**src/rtl/game_ctrl_fsm.sv**
```systemverilog
// rtl/game_ctrl_fsm.sv - N-player game-state controller with lives, respawn delay and resumable pause
//
// Ports:
//   clk           system clock, all state changes on posedge
//   reset         asynchronous active-low hard reset
//   soft_reset    synchronous restart request (level)
//   start, pause  button levels; only rising edges act
//   tick          frame tick enable for the respawn timer
//   dead          per-player death flags, sampled in PLAYING only
//   state_game    current state code (the state register itself)
//   lives         packed per-player life counters, player i at [i*LIVES_W +: LIVES_W]
//   alive         per-player lives != 0
//   respawn_left  remaining respawn ticks, 0 unless in (paused) RESPAWN
module game_ctrl_fsm #(
    parameter int NUM_PLAYERS   = 2,
    parameter int LIVES_W       = 3,
    parameter int INIT_LIVES    = 3,
    parameter int RESPAWN_TICKS = 60,
    parameter int TIMER_W       = 8
) (
    input  logic                           clk,
    input  logic                           reset,
    input  logic                           soft_reset,
    input  logic                           start,
    input  logic                           pause,
    input  logic                           tick,
    input  logic [NUM_PLAYERS-1:0]         dead,
    output logic [2:0]                     state_game,
    output logic [NUM_PLAYERS*LIVES_W-1:0] lives,
    output logic [NUM_PLAYERS-1:0]         alive,
    output logic [TIMER_W-1:0]             respawn_left
);

    typedef enum logic [2:0] {
        ST_START    = 3'b000,
        ST_PLAYING  = 3'b001,
        ST_PAUSE    = 3'b010,
        ST_RESET    = 3'b011,
        ST_GAMEOVER = 3'b100,
        ST_RESPAWN  = 3'b101
    } state_t;

    state_t                         state_q, state_d;
    state_t                         ret_q, ret_d;
    logic [NUM_PLAYERS*LIVES_W-1:0] lives_q, lives_d;
    logic [NUM_PLAYERS*LIVES_W-1:0] lives_hit;
    logic [TIMER_W-1:0]             timer_q, timer_d;
    logic                           start_q, pause_q;
    logic                           start_rise, pause_rise;
    logic [NUM_PLAYERS-1:0]         hit;

    assign start_rise   = start & ~start_q;
    assign pause_rise   = pause & ~pause_q;
    assign state_game   = state_q;
    assign lives        = lives_q;
    assign respawn_left = timer_q;

    always_comb begin
        alive = '0;
        for (int i = 0; i < NUM_PLAYERS; i++) begin
            alive[i] = |lives_q[i*LIVES_W +: LIVES_W];
        end
    end

    // Only players with lives left can be hit, so the decrement never wraps.
    assign hit = dead & alive;

    always_comb begin
        lives_hit = lives_q;
        for (int i = 0; i < NUM_PLAYERS; i++) begin
            lives_hit[i*LIVES_W +: LIVES_W] = lives_q[i*LIVES_W +: LIVES_W] - LIVES_W'(hit[i]);
        end
    end

    always_comb begin
        state_d = state_q;
        ret_d   = ret_q;
        lives_d = lives_q;
        timer_d = timer_q;
        case (state_q)
            ST_RESET: begin
                lives_d = {NUM_PLAYERS{LIVES_W'(INIT_LIVES)}};
                timer_d = '0;
                state_d = ST_START;
            end
            ST_START: begin
                if (soft_reset) begin
                    state_d = ST_RESET;
                end else if (start_rise) begin
                    state_d = ST_PLAYING;
                end
            end
            ST_PLAYING: begin
                if (soft_reset) begin
                    state_d = ST_RESET;
                    timer_d = '0;
                end else if (hit != '0) begin
                    // A pause edge in the same cycle as a hit is intentionally dropped.
                    lives_d = lives_hit;
                    if (lives_hit == '0) begin
                        state_d = ST_GAMEOVER;
                    end else begin
                        state_d = ST_RESPAWN;
                        timer_d = TIMER_W'(RESPAWN_TICKS);
                    end
                end else if (pause_rise) begin
                    state_d = ST_PAUSE;
                    ret_d   = ST_PLAYING;
                end
            end
            ST_RESPAWN: begin
                if (soft_reset) begin
                    state_d = ST_RESET;
                    timer_d = '0;
                end else if (pause_rise) begin
                    state_d = ST_PAUSE;
                    ret_d   = ST_RESPAWN;
                end else if (tick) begin
                    timer_d = timer_q - TIMER_W'(1);
                    if (timer_q == TIMER_W'(1)) begin
                        state_d = ST_PLAYING;
                    end
                end
            end
            ST_PAUSE: begin
                if (soft_reset) begin
                    state_d = ST_RESET;
                    timer_d = '0;
                end else if (start_rise || pause_rise) begin
                    state_d = ret_q;
                end
            end
            ST_GAMEOVER: begin
                if (soft_reset || start_rise) begin
                    state_d = ST_RESET;
                end
            end
            default: begin
                state_d = ST_RESET;
                timer_d = '0;
            end
        endcase
    end

    always_ff @(posedge clk or negedge reset) begin
        if (!reset) begin
            state_q <= ST_RESET;
            ret_q   <= ST_PLAYING;
            lives_q <= {NUM_PLAYERS{LIVES_W'(INIT_LIVES)}};
            timer_q <= '0;
            start_q <= 1'b0;
            pause_q <= 1'b0;
        end else begin
            state_q <= state_d;
            ret_q   <= ret_d;
            lives_q <= lives_d;
            timer_q <= timer_d;
            start_q <= start;
            pause_q <= pause;
        end
    end

endmodule

```
**config.mk**
```make
export PLATFORM = sky130hd
export DESIGN_NAME = game_ctrl_fsm
export DESIGN_NICKNAME = d
export VERILOG_FILES = /design/src/rtl/game_ctrl_fsm.sv
export SDC_FILE = /design/constraint.sdc
export NUM_CORES = 1
export LEC_CHECK = 0
export CORE_ASPECT_RATIO = 0.75
export CORE_UTILIZATION = 51
export DETAILED_ROUTE_END_ITERATION = 6
export GPL_ROUTABILITY_DRIVEN = 0
export PLACE_DENSITY_LB_ADDON = 0.08
export SLEW_MARGIN = 10
export SYNTH_ARGS = -nofsm -noshare
export SYNTH_HDL_FRONTEND = slang
export SYNTH_SLANG_ARGS = --single-unit
export TNS_END_PERCENT = 100
```
**constraint.sdc**
```tcl
create_clock -name clk -period 3 [get_ports clk]
set_input_delay 0.6 -clock clk [delete_from_list [all_inputs] [get_ports clk]]
set_output_delay 0.6 -clock clk [all_outputs]
set_load 0.02 [all_outputs]
```
==> results_dict.tcl <==
set metrics [dict create \
    max_stage_delay_ps 490 \
    wirelength_um 3040 \
    insertion_delay_ps 300 \
    p_int_uw 788 \
    routed_wire_length_per_instance_um 14.6 \
    swShare_pct 45.3 \
    cts.reportedPaths.clkPinSlew_ps 110 \
    detail_route.iter0.violations 78 \
    cp_max_fo 6 \
    pin_count_of_the_biggest_net_entering_global_routing 21 \
    multiInputGateArea_um2 781 \
    netSwitchingPower_uw 652 \
    layout_worst_path_cycle_share_pct 87.6 \
    seq_area_um2 508 \
    number_of_buffers_created_by_cts 3 \
    finalMaxSlewViolations 0 \
    fp.coreArea_um2 2400 \
    worst-endpoint-required_ps 3210 \
    post_synth_arst_share_pct 100 \
    critical_path.cell_chain "o31ai_2, inv_1, ha_1, ha_1, and4_1, nand4_1, a31oi_2, nor2_2, o211a_1" \
    design.portCount 27 \
    status "completed" \
    clock_power_share_pct 11.1 \
    setup_viol 0 \
    die_width_um 61.6 \
    worst_hold_path.endpoint "lives[0]$_DFFE_PN1P_" \
    finish.utilization_pct 69.5 \
    hold_path_class "flop to flop" \
    setup.worst_path.end_class "flop" \
    reg2reg_depth 9 \
    cts_hold_buf 0 \
    diodes 0 \
    final.setup.tns_ps 0 \
    fp.dieArea_um2 2870 \
    cpMostUsedCell "sky130_fd_sc_hd__ha_1" \
    synth_seq_cells 20 \
    synth_nets 162 \
    comb_power_share_pct 52.2 \
    gate_count_of_the_mapped_netlist 148 \
    cts_htree_levels 1 \
    power.static_leakage_nw 0.710 \
    ir_worst_vdd_mv 0.492 \
    finalWorstPathRequiredPeriod_ps 2630 \
    initial_antenna_violation_count 0 \
    share_seq_of_total_power_pct 36.7 \
    synthesis.area_per_instance_um2 9.17 \
    timing.critical_path.buf_inv 1 \
    r2r_setup_slack_ps 370 \
    chipHeight_um 46.7 \
    hold_start "lives[0]$_DFFE_PN1P_" \
    layout.filler_cells 210 \
    hold_path_depth 1 \
    clock_sinks 20 \
    worst_setup_sp_type "flop" \
    post_cts.repair.setup_buffers 0 \
    yosysMostFrequentCell "sky130_fd_sc_hd__nand2_1" \
    drcViolationCount 0 \
    worst_margin_slew_ps 874 \
    rows 15 \
    hpwl_um 2360 \
    synth_seq_area_share_pct 37.4 \
    synth_ff_type "sky130_fd_sc_hd__dfrtp_1" \
    final_nets 189 \
    synth.top_cells.by_count "sky130_fd_sc_hd__nand2_1 (15), sky130_fd_sc_hd__dfrtp_1 (14), sky130_fd_sc_hd__inv_1 (10), sky130_fd_sc_hd__nor2_1 (10), sky130_fd_sc_hd__o21ai_1 (7)" \
    start_util_pct 56.5 \
    yosys.area.top_type "sky130_fd_sc_hd__dfrtp_1" \
    crit-reg2reg-capture "respawn_left[4]$_DFFE_PN0P_" \
    hold_viol 0 \
    max-cap-violations 0 \
    synthToLayoutAreaGrowth_pct 22.9 \
    crit_type "flop to flop" \
    drtPass1Iterations 4 \
    synth_area_um2 1360 \
    yosys.cell_types.count 49 \
    rsz0062_at_grt "false" \
    timing.fmax_ghz 0.381 \
    detail_route.vias_per_cell 5.88 \
    synth.area.top_cells "sky130_fd_sc_hd__dfrtp_1 (26%), sky130_fd_sc_hd__dfstp_2 (12%), sky130_fd_sc_hd__ha_1 (5.5%), sky130_fd_sc_hd__nand2_1 (4.1%), sky130_fd_sc_hd__a2bb2oi_1 (3.2%)" \
    synth-warning-count 0 \
    post_cts_resize_count 0 \
    fin_skew_ps 2.35 \
    grt_first_pass_wirelength_um 4910 \
    power_per_cell_area_nw_per_um2 863 \
    portBuffers 26 \
    clockBufferDepth 2 \
    tritoncts "built" \
    synth_enable_flop_cells 0 \
    route.vias.total 1222 \
    regToRegStartpoint "lives[2]$_DFFE_PN0P_" \
    track_usage_pct 24.3 \
    timing.max_slew.rel_slack_pct 41.5 \
    first_global_vias 1054 \
    globalRouteOverflowTotal 0 \
    drive_above_1_share_pct 13.2 \
    timing.critical_path.arrival_ps 2830 \
    synthDominantCellAreaShare_pct 25.8 \
    cp_slowest_cell "sky130_fd_sc_hd__dfrtp_1" \
    worst_path_dominant_cell_family "compound AO/OA/AOI/OAI gates" \
    ant_nets 0 \
    cts-root-buf "sky130_fd_sc_hd__clkbuf_4" \
]
## cells in the final DEF (no fill, tap or decap), types with 2 or more instances in the layout
cell type and n:
sky130_fd_sc_hd__nand3_1 6, sky130_fd_sc_hd__nor2_1 10, sky130_fd_sc_hd__nor3b_1 2, sky130_fd_sc_hd__a41oi_1 2, sky130_fd_sc_hd__dfstp_2 6, sky130_fd_sc_hd__a2bb2oi_1 5, sky130_fd_sc_hd__a31oi_1 2, sky130_fd_sc_hd__dfrtp_1 14
sky130_fd_sc_hd__nor2b_1 3, sky130_fd_sc_hd__nand2_1 15, sky130_fd_sc_hd__inv_1 10, sky130_fd_sc_hd__a21oi_1 4, sky130_fd_sc_hd__nand4_1 3, sky130_fd_sc_hd__nand2b_1 4, sky130_fd_sc_hd__o211a_1 3, sky130_fd_sc_hd__or3_1 2
sky130_fd_sc_hd__o21ai_0 6, sky130_fd_sc_hd__clkbuf_4 3, sky130_fd_sc_hd__o21ai_1 7, sky130_fd_sc_hd__a21oi_2 2, sky130_fd_sc_hd__mux2i_1 3, sky130_fd_sc_hd__xnor2_1 2, sky130_fd_sc_hd__clkdlybuf4s50_1 26, sky130_fd_sc_hd__a31oi_2 2
sky130_fd_sc_hd__nor3_1 4, sky130_fd_sc_hd__ha_1 6
## through the flow
| stage | hold WS, ps | area [um^2] | total power [mW] | cells | worst slack [ps] |
|---|---|---|---|---|---|
| CTS | 548 | 1670 | 1.44 | 208 | 365 |
| detailed placement | 521 | 1630 | 1.28 | 204 | 114 |
| global placement | 511 | 1630 | 1.26 | 204 | 189 |
| finish | 544 | 1670 | 1.44 | 208 | 372 |
| floorplan | 304 | 1360 | 1.03 | 148 | 590 |
| global route | 564 | 1670 | 1.55 | 208 | 161 |
## power by group through the flow
stage	clock [mW]	sequential (mW)	combinational (mW)
detailed placement	0	0.529	0.747
global placement	0	0.528	0.733
global route	0.174	0.549	0.825
finish	0.159	0.529	0.752
CTS	0.164	0.525	0.752
floorplan	0	0.559	0.470
## registers in the layout (all words and copies together) (netlist names)
| name | flops |
|---|---|
| lives | 6 |
| ret_q | 1 |
| start_q | 1 |
| pause_q | 1 |
| state_game | 3 |
| respawn_left | 8 |
## cell type report
class | instances | area share [%]
sequential | 20 | 30.4
multi-input combinational | 113 | 46.8
timing repair buffer | 26 | 15.6
tap | 34 | 2.55
inverter | 11 | 2.47
clock buffer | 4 | 2.17
## how the worst max path moves through the flow
| stage | slack (ps) | endpoint | start | cells past startpoint |
|---|---|---|---|---|
| 2_1_floorplan | 590 | respawn_left[3]$_DFFE_PN0P_ | lives[2]$_DFFE_PN0P_ | 9 |
| 3_3_place_gp | 190 | respawn_left[3]$_DFFE_PN0P_ | dead[0] | 10 |
| 3_5_place_dp | 110 | respawn_left[4]$_DFFE_PN0P_ | dead[0] | 10 |
| 4_1_cts | 370 | respawn_left[4]$_DFFE_PN0P_ | lives[2]$_DFFE_PN0P_ | 9 |
| 5_1_grt | 160 | respawn_left[4]$_DFFE_PN0P_ | lives[2]$_DFFE_PN0P_ | 9 |
| 6_report | 370 | respawn_left[4]$_DFFE_PN0P_ | lives[2]$_DFFE_PN0P_ | 9 |
## layer usage
layer  up-vias  global-route usage, %  share of wire (%)  wire length, um
met3         2                   7.87                8.3              254
met4         0                   5.33               0.49               15
met5         -                      0                  0                0
li1        599                      -                  -                -
met2        53                   30.8                 41             1250
met1       568                   38.8                 50             1530
## cells by family (layout without fill, tap and decap cells)
family / after synthesis / count (layout) / synth area share, %
buffers and inverters: 15 / 41 / 5.07
adder cells (fa/ha/maj): 6 / 6 / 5.53
AND/OR/NAND/NOR: 57 / 57 / 22.7
flip-flops: 20 / 20 / 37.4
multiplexers: 4 / 4 / 3.04
AO/OA/AOI/OAI: 44 / 44 / 25.0
XOR/XNOR: 2 / 2 / 1.29
Note: power is estimated with default switching activity, not from simulation.
